`config.mk`:
```
export PLATFORM = sky130hd
export DESIGN_NAME = flags_unit
export DESIGN_NICKNAME = d
export VERILOG_FILES = /design/src/rtl/flags_unit.sv
export SDC_FILE = /design/constraint.sdc
export NUM_CORES = 1
export LEC_CHECK = 0
export CAP_MARGIN = 15
export CORE_MARGIN = 5
export CORE_UTILIZATION = 39
export CTS_BUF_LIST = sky130_fd_sc_hd__clkbuf_4 sky130_fd_sc_hd__clkbuf_8
export CTS_CLUSTER_SIZE = 30
export DETAILED_ROUTE_END_ITERATION = 10
export PLACE_DENSITY = 0.95
export RECOVER_POWER = 25
export SLEW_MARGIN = 5
export SYNTH_ARGS = -nofsm -noshare
export SYNTH_HDL_FRONTEND = slang
export SYNTH_SLANG_ARGS = --single-unit
```
`constraint.sdc`:
```
create_clock -name PHI0 -period 1.6 [get_ports PHI0]
set_input_delay 0.4 -clock PHI0 [delete_from_list [all_inputs] [get_ports PHI0]]
set_output_delay 0.4 -clock PHI0 [all_outputs]
set_load 0.05 [all_outputs]
```
`src/rtl/flags_unit.sv`:
```
// flags_unit
//   Processor status register (N V D I Z C) plus the flag-control strobes
//   that the decoder and random logic drive into it. Adds to the classic
//   6502 behaviour:
//     - optional decimal mode. When it is disabled, D is still stored but
//       D_EFF stays low.
//     - an I-flag pipeline that models the one-instruction mask latency
//       of CLI, SEI and PLP.
//     - a synchronised SO pin. A falling edge on it sets V.
//     - READY stalling of architectural flag writes.
//
// Ports
//   PHI0      clock; every state change happens on its rising edge
//   RES       synchronous active-high reset
//   READY     1 = flag writes allowed, 0 = writes stalled (SO still acts)
//   DB        internal data bus
//   ACR, AVR  ALU carry and overflow outputs
//   IR5       opcode bit 5; the value used by SEC/CLC, SEI/CLI, SED/CLD
//   P_LD      load N,V,D,I,Z,C from DB[7,6,3,2,1,0]
//   NZ_DB     N <= DB[7], Z <= (DB == 0)
//   C_ACR     C <= ACR
//   V_AVR     V <= AVR
//   BIT_OP    N <= DB[7], V <= DB[6]
//   C_IR5, I_IR5, D_IR5   C / I / D <= IR5
//   V_CLR     V <= 0
//   SO        asynchronous set-overflow pin
//   BRK_PUSH  value shown on P_OUT[4]
//   P_OUT     {N,V,1,BRK_PUSH,D,I,Z,C}
//   I_MASK    I flag delayed by I_DELAY stages
//   D_EFF     D & DECIMAL_EN
//   C_OUT     C flag, used as the ALU carry-in

module flags_unit #(
    parameter bit         DECIMAL_EN = 1'b1,
    parameter int         I_DELAY    = 1,      // 0..3
    parameter int         SO_SYNC    = 2,      // >= 2
    parameter logic [7:0] RESET_P    = 8'h04
) (
    input  logic       PHI0,
    input  logic       RES,
    input  logic       READY,
    input  logic [7:0] DB,
    input  logic       ACR,
    input  logic       AVR,
    input  logic       IR5,
    input  logic       P_LD,
    input  logic       NZ_DB,
    input  logic       C_ACR,
    input  logic       V_AVR,
    input  logic       BIT_OP,
    input  logic       C_IR5,
    input  logic       I_IR5,
    input  logic       D_IR5,
    input  logic       V_CLR,
    input  logic       SO,
    input  logic       BRK_PUSH,
    output logic [7:0] P_OUT,
    output logic       I_MASK,
    output logic       D_EFF,
    output logic       C_OUT
);

    // ------------------------------------------------------------------
    // Flag registers
    // ------------------------------------------------------------------
    logic n_flag, v_flag, d_flag, i_flag, z_flag, c_flag;
    logic n_nxt,  v_nxt,  d_nxt,  i_nxt,  z_nxt,  c_nxt;

    // ------------------------------------------------------------------
    // SO synchroniser and falling-edge detector.
    // so_dly holds the previous synchronised value. Every stage resets to
    // 1, so releasing reset can never look like a falling edge, and any
    // edge still in flight when reset arrives is dropped.
    // ------------------------------------------------------------------
    logic [SO_SYNC-1:0] so_sync;
    logic               so_dly;
    logic               so_edge;

    always_ff @(posedge PHI0) begin
        if (RES) begin
            so_sync <= '1;
            so_dly  <= 1'b1;
        end else begin
            so_sync <= {so_sync[SO_SYNC-2:0], SO};
            so_dly  <= so_sync[SO_SYNC-1];
        end
    end

    assign so_edge = so_dly & ~so_sync[SO_SYNC-1];

    // ------------------------------------------------------------------
    // Next-state selection.
    // When READY is high, P_LD overrides the individual strobes.
    // so_edge is applied last, so it beats every other V source, even
    // while the core is stalled.
    // ------------------------------------------------------------------
    always_comb begin
        n_nxt = n_flag;
        v_nxt = v_flag;
        d_nxt = d_flag;
        i_nxt = i_flag;
        z_nxt = z_flag;
        c_nxt = c_flag;

        if (READY) begin
            if (P_LD) begin
                n_nxt = DB[7];
                v_nxt = DB[6];
                d_nxt = DB[3];
                i_nxt = DB[2];
                z_nxt = DB[1];
                c_nxt = DB[0];
            end else begin
                // NZ_DB and BIT_OP both take DB[7], so they never conflict.
                if (NZ_DB || BIT_OP) n_nxt = DB[7];
                if (NZ_DB)           z_nxt = (DB == 8'h00);

                if (V_CLR)       v_nxt = 1'b0;
                else if (V_AVR)  v_nxt = AVR;
                else if (BIT_OP) v_nxt = DB[6];

                if (C_ACR)      c_nxt = ACR;
                else if (C_IR5) c_nxt = IR5;

                if (I_IR5) i_nxt = IR5;
                if (D_IR5) d_nxt = IR5;
            end
        end

        if (so_edge) v_nxt = 1'b1;
    end

    always_ff @(posedge PHI0) begin
        if (RES) begin
            n_flag <= RESET_P[7];
            v_flag <= RESET_P[6];
            d_flag <= RESET_P[3];
            i_flag <= RESET_P[2];
            z_flag <= RESET_P[1];
            c_flag <= RESET_P[0];
        end else begin
            n_flag <= n_nxt;
            v_flag <= v_nxt;
            d_flag <= d_nxt;
            i_flag <= i_nxt;
            z_flag <= z_nxt;
            c_flag <= c_nxt;
        end
    end

    // ------------------------------------------------------------------
    // Interrupt-mask pipeline.
    // This pipeline ignores READY and shifts every cycle.
    // ------------------------------------------------------------------
    generate
        if (I_DELAY == 0) begin : g_no_idly
            assign I_MASK = i_flag;
        end else begin : g_idly
            logic [I_DELAY-1:0] i_pipe;

            always_ff @(posedge PHI0) begin
                if (RES) begin
                    i_pipe <= {I_DELAY{RESET_P[2]}};
                end else begin
                    i_pipe[0] <= i_flag;
                    for (int k = 1; k < I_DELAY; k++)
                        i_pipe[k] <= i_pipe[k-1];
                end
            end

            assign I_MASK = i_pipe[I_DELAY-1];
        end
    endgenerate

    // ------------------------------------------------------------------
    // Outputs
    // ------------------------------------------------------------------
    assign P_OUT = {n_flag, v_flag, 1'b1, BRK_PUSH, d_flag, i_flag, z_flag, c_flag};
    assign D_EFF = d_flag & DECIMAL_EN;
    assign C_OUT = c_flag;

endmodule

```
==> results of run 1 <==
[metal layers]
layer | vias up | part of all wire [%] | GRT usage [%]
met3 | 5 | 12 | 6.51
met1 | 235 | 33 | 12.8
met2 | 31 | 53 | 30.9
met4 | 0 | 1.0 | 4.97
li1 | 268 | - | -
met5 | - | 0 | 0
[stage by stage]
stage	instance area, sq um	total power [W]	worst slack [ps]	util (%)	TNS [ps]
detailed placement	908	0.000539	-101	69.8	-197
global placement	908	0.000533	2.49	69.8	0
global route	908	0.000729	122	69.8	0
floorplan	539	0.000414	287	-	0
finish	908	0.000696	169	69.8	0
CTS	931	0.000717	181	71.5	0
[cells by family after synthesis]
logic type,Yosys count,share of synthesized area (%)
mux,4,7.42
other cells,1,0.695
compound gates,19,23.7
buf+inv,16,18.1
flops,10,37.1
simple gates,14,13.0
[report_power, final]
group          switching (W)  internal (W)  total [W]  leakage (nW)
combinational       0.000115      0.000125   0.000239         0.306
sequential         0.0000137      0.000265   0.000278        0.0827
clock              0.0000913     0.0000871   0.000178        0.0138
[cells in the final DEF (no fill, tap or decap)]
cell and instances:
inv_1 6, o31ai_1 3, dlygate4sd3_1 1, nand3_1 1
o21ai_1 1, conb_1 1, nor4_1 1, buf_12 6
nand2_1 2, or2_2 4, a21oi_1 7, nand2b_1 1
dlymetal6s2s_1 3, nor2_1 4, buf_4 2, clkbuf_4 3
a221oi_2 2, o21ai_0 4, clkdlybuf4s50_1 22, nor3_1 1
dfxtp_1 10, o22ai_1 1, mux2i_1 4, a221oi_1 1
[synthesized netlist by cell type (2+ instances only)]
master | count | area (sq um)
a21oi_1 | 7 | 35.0
a221oi_2 | 2 | 30.0
buf_4 | 8 | 60.1
dfxtp_1 | 10 | 200
inv_1 | 6 | 22.5
mux2i_1 | 4 | 40.0
nand2_1 | 2 | 7.51
nor2_1 | 4 | 15.0
o21ai_0 | 4 | 20.0
o31ai_1 | 3 | 22.5
or2_2 | 4 | 25.0
[sequential cells by signal, summed over array words and instances (netlist names)]
signal,cells
so_sync,2
D_EFF,1
v_flag,1
n_flag,1
I_MASK,1
z_flag,1
i_flag,1
C_OUT,1
so_dly,1
[worst paths after layout]
kind | startpoint | to | cells after the start
min | so_sync[0]$_SDFF_PP1_ | so_sync[1]$_SDFF_PP1_ | 1
max | n_flag$_SDFFE_PP0P_ | P_OUT[7] | 1
max reg2reg | D_EFF$_SDFFE_PP0P_ | D_EFF$_SDFFE_PP0P_ | 2
min reg2reg | so_sync[0]$_SDFF_PP1_ | so_sync[1]$_SDFF_PP1_ | 1
[area by class of cell]
cell class              instances  area share [%]
repair buffers                 34            44.4
clock buffers                   3            2.48
flip-flops and latches         10            22.0
well taps                      15            2.07
multi-input cells              38            26.6
inverters                       6            2.48
==> summary.md, run 1 <==
| Metric | Value |
|---|---|
| Max incr delay on CP | `430 ps` |
| Critical path's top delay family | `buffers and inverters` |
| Endpoint class of the critical path | `primary output` |
| Worst Path Buf+Inv | `1` |
| Syn. warnings | `0` |
| DIE HEIGHT | `47.2 um` |
| Achievable clock frequency | `699 MHz` |
| Initial antenna violation count | `0` |
| Synthesized cell area | `539 sq um` |
| Cts bufs inserted | `3` |
| Detailed Routing Iterations Pass 1 | `4` |
| Synthesized flop and latch total | `10` |
| Post-Synthesis Cells | `64` |
| Die ar. | `0.00223 sq mm` |
| Fin crit period | `1430 ps` |
| Post-synthesis async set-or-reset flop share | `0%` |
| Final ANT Viol Nets | `0` |
| Post-CTS Hold Buffers | `0` |
| Final hold viol count | `0` |
| Clk_lat worst skew | `260 ps` |
| Final Max Slew Viols | `0` |
| CP max stage cell | `dlymetal6s2s_1` |
| Hold_ws | `411 ps` |
| Clock skew | `0.447 ps` |
| Crit path cell chain | `dlymetal6s2s_1` |
| Core footprint | `0.00130 sq mm` |
| HP Class | `reg2reg` |
| Initial core utilization | `41.4%` |
| Critical path arrival | `1030 ps` |
| Worst Path Required | `1200 ps` |
| Post-synthesis sequential area ratio | `37.1%` |
| Placed Cells | `103` |
| Post_cts resized | `0` |
| Share of cells above drive strength 1 | `18.7%` |
| Ys flop type | `dfxtp_1` |
| Status | `completed` |
| Ant diodes | `0` |
| Power density cells | `766 mW/mm^2` |
| Die span in x | `47.2 um` |
| Worst Tran Pin Value | `512 ps` |
| First-pass GRT wire length | `2260 um` |
| Setup Crit Path Kind | `reg2out` |
| Non-Filler Instances | `106` |
| Peak supply drop | `0.368 mV` |
| Tcrit/Tclk final | `89.4%` |
| Initial DRC Count | `5` |
| CP Max Fanout | `2` |
| RePlAce Congestion | `0.782` |
| PortBufs | `32` |
| Leak | `0.403 nW` |
| Syn_nets | `89` |
| RSZ-0062 raised after global routing | `false` |
| Final #Nets | `118` |
| GRT Overall Usage | `15.2%` |
| Number of global-route vias before repair | `550` |
| DP HPWL | `1230 um` |
| Worst slew margin | `65.8%` |
| Number of max-cap violations | `0` |
| Total grt overflow | `0` |
| Final Setup Violations | `0` |
| Max clock buf depth | `2` |
| DR WL/cell | `13.7 um` |
| Sequential cell area | `200 sq um` |
| Vias | `539` |
| Post-synth EDFFs | `0` |
| Multi-input combinational cell area | `241 sq um` |
| Critical Path Start Type | `flip-flop` |
| # fillers | `131` |
| Syn_area_per_cell | `8.43 sq um` |
| Rows | `13` |
| Area Overhead vs Synth | `68.4%` |
| Cell variety after synth | `21` |
| CTS tree | `done` |
| Largest net degree at the start of global routing | `11` |
| Remaining DRCs | `0` |
| Clock sink total | `10` |
| Final wirelength | `1460 um` |
| Vias per inst | `5.08` |
| Total setup buffers inserted after CTS | `0` |
| Top Ports | `36` |
| CTS clock-pin slew for the worst setup and hold paths | `60 ps` |
| Root buf cell | `clkbuf_4` |
| H-tree Lvls | `1` |
| R2R setup slack | `770 ps` |
Power figures use the tool's default switching activity.
==> inputs of run 2 (changes only) <==
--- a/config.mk
+++ b/config.mk
@@ -11,8 +11,10 @@
 export CTS_BUF_LIST = sky130_fd_sc_hd__clkbuf_4 sky130_fd_sc_hd__clkbuf_8
 export CTS_CLUSTER_SIZE = 30
 export DETAILED_ROUTE_END_ITERATION = 10
+export GPL_TIMING_DRIVEN = 0
 export PLACE_DENSITY = 0.95
 export RECOVER_POWER = 25
+export SETUP_SLACK_MARGIN = 0.4
 export SLEW_MARGIN = 5
 export SYNTH_ARGS = -nofsm -noshare
 export SYNTH_HDL_FRONTEND = slang
==> run 2 against run 1 <==
Net effect:
- non-clock buffer count rose by 9
- largest cell class unchanged
- flip-flop and latch count did not move
- critical path depth rose by 1
- worst hold slack improved by 6.9 ps
- design area rose by 9.0%
- via count rose by 5.0%
==> summary.md, run 2 (synthesis results as in run 1) <==
| Metric | Value |
|---|---|
| Status | `completed` |
| Total grt overflow | `0 (unchanged)` |
| Critical Path Start Type | `flip-flop` |
| Root buf cell | `clkbuf_4` |
| GRT met2 Usage | `27.6% (-3.3 points)` |
| Die ar. | `0.00223 sq mm (unchanged)` |
| Setup Crit Path Kind | `reg2out` |
| Critical path arrival | `860 ps (-170 ps)` |
| Final Setup Violations | `0 (unchanged)` |
| Vias | `566 (+5.0%)` |
| Leak | `0.469 nW (+17%)` |
| HP Class | `reg2reg` |
| Grt peak-use layer | `met2` |
| Ant diodes | `0 (unchanged)` |
| Hold_ws | `418 ps (+6.92 ps)` |
| Final ANT Viol Nets | `0 (unchanged)` |
| Fin crit period | `1260 ps (-175 ps)` |
| Non-Filler Instances | `116 (+9.4%)` |
| CTS clock-pin slew for the worst setup and hold paths | `80 ps (+20 ps)` |
| Final Max Slew Viols | `0 (unchanged)` |
| Achievable clock frequency | `796 MHz (+14%)` |
| Rows | `13 (unchanged)` |
| Area Overhead vs Synth | `83.5%` |
| Peak supply drop | `0.467 mV (+27%)` |
| WHS Endpoint | `so_sync[1]$_SDFF_PP1_` |
| Endpoint class of the critical path | `primary output` |
| Worst hold start | `so_sync[0]$_SDFF_PP1_` |
| Final hold viol count | `0 (unchanged)` |
| Largest register FFs | `2 (unchanged)` |
| Initial antenna violation count | `0 (unchanged)` |
| Cts bufs inserted | `3 (unchanged)` |
| GRT Overall Usage | `15.4% (+0.17 points)` |
| RR Endpoint | `I_MASK$_SDFF_PP1_` |
| R2R Path Start | `i_flag$_SDFFE_PP1P_` |
| PortBufs | `32 (unchanged)` |
| Number of max-cap violations | `0 (unchanged)` |
| Max clock buf depth | `2 (unchanged)` |
| Crit path cell chain | `buf_6 -> buf_8` |
| Remaining DRCs | `0 (unchanged)` |
| R2R setup slack | `760 ps (about the same)` |
| Top reg by flops | `so_sync` |
| Number of global-route vias before repair | `591 (+7.5%)` |
| Largest net degree at the start of global routing | `11 (unchanged)` |
| Commonest cells after routing, fill and taps aside | `9 x dlygate4sd2_1, 7 x buf_6, 7 x clkdlybuf4s50_1` |
| Placed Cells | `111 (+7.8%)` |
| Clock sink total | `10 (unchanged)` |
| CTS tree | `done` |
| Final #Nets | `127 (+7.6%)` |
| Power density cells | `785 mW/mm^2 (+2.5%)` |
| CP Max Fanout | `3 (+1)` |
| Detailed Routing Iterations Pass 1 | `4 (unchanged)` |
| Clk_lat worst skew | `270 ps (about the same)` |
| Final wirelength | `1580 um (+8.4%)` |
| DP HPWL | `1160 um (-6.2%)` |
| R2R depth | `2 (unchanged)` |
| RePlAce Congestion | `0.757 (-3.1%)` |
| Clock skew | `6.19 ps (+5.74 ps)` |
| First-pass GRT wire length | `2370 um (+4.9%)` |
| RSZ-0062 raised after global routing | `true` |
| Vias per inst | `4.88 (-4.0%)` |
| Initial core utilization | `41.4% (unchanged)` |
| Share of cells above drive strength 1 | `41.6% (+23 points)` |
| M3 GR Usage | `4.21% (-2.3 points)` |
| CP max stage cell | `dfxtp_2` |
| Most common cell after layout, fill and taps aside | `dlygate4sd2_1` |
| DIE HEIGHT | `47.2 um (unchanged)` |
| Tcrit/Tclk final | `78.5% (-11 points)` |
| DR WL/cell | `13.6 um (-0.96%)` |
| Core footprint | `0.00130 sq mm (unchanged)` |
| Post-CTS Hold Buffers | `0 (unchanged)` |
| Met1 usage | `16.4% (+3.7 points)` |
| Die span in x | `47.2 um (unchanged)` |
| H-tree Lvls | `1 (unchanged)` |
| Max incr delay on CP | `340 ps (-90 ps)` |
| Initial DRC Count | `3 (-2)` |
| Cells on Worst Hold Path | `1 (unchanged)` |
| Top Ports | `36 (unchanged)` |
| Worst Path Required | `1200 ps (about the same)` |
==> run 2: cell count changes in the layout (fill, tap and decap cells not counted), sizes merged <==
| cell | previous run | this run |
|---|---|---|
| clkbuf | 3 | 6 |
| buf | 8 | 20 |
| clkdlybuf4s50 | 22 | 7 |
| clkdlybuf4s15 | 0 | 1 |
| dlygate4sd2 | 0 | 9 |
==> run 2: per-layer routing <==
layer	share of wire [%]	wire [um]	vias up
met5	0	0	-
met1	39	616	251
met4	0.63	10	0
li1	-	-	285
met3	10	162	2
met2	50	788	28
==> run 2: what timing repair did <==
item / 4_1_cts / 5_1_grt
resized for setup: 97 / 10
pin swaps: 6 / 7
setup endpoints to repair: 16 / 13
buffers inserted: 1 / 0
==> run 2: stage by stage <==
step	total power [W]	utilization (%)	setup WS (ps)	instance area, sq um	setup TNS (ps)
CTS	0.000777	75.1	338	977	0
floorplan	0.000415	-	471	542	0
finish	0.000777	76.1	344	990	0
global route	0.000801	76.1	326	990	0
global placement	0.000516	67.7	-64.6	881	-115
detailed placement	0.000521	67.7	-88.2	881	-343
==> run 2: worst max-delay path by stage <==
stage | startpoint | to | depth (start not counted) | slack [ps]
6_report | C_OUT$_SDFFE_PP0P_ | P_OUT[0] | 2 | 340
2_1_floorplan | D_EFF$_SDFFE_PP0P_ | P_OUT[3] | 1 | 470
3_3_place_gp | BRK_PUSH | P_OUT[4] | 2 | -60
4_1_cts | C_OUT$_SDFFE_PP0P_ | P_OUT[0] | 2 | 340
3_5_place_dp | READY | z_flag$_SDFFE_PP0P_ | 3 | -90
5_1_grt | D_EFF$_SDFFE_PP0P_ | P_OUT[3] | 2 | 330
==> run 2: worst max-delay path, delay by kind of cell, from the launching register on <==
family,cells,cell delay [ps]
buffers and inverters,2,250
flip-flops,1,340
==> run 2: report_power, final <==
part	switching [W]	total [W]	internal, W
Sequential	0.0000103	0.000277	0.000267
Clock	0.0000981	0.000236	0.000138
Combinational	0.000136	0.000264	0.000128
Total	0.000244	0.000777	0.000533
==> run 2: area by class of cell <==
cell class | count | area, sq um
Sequential cell | 10 | 206
Buffer | 10 | 97.6
Multi-Input combinational cell | 38 | 272
Inverter | 6 | 22.5
Fill cell | 101 | 312
Timing Repair Buffer | 33 | 337
Clock buffer | 4 | 36.3
Tap cell | 15 | 18.8
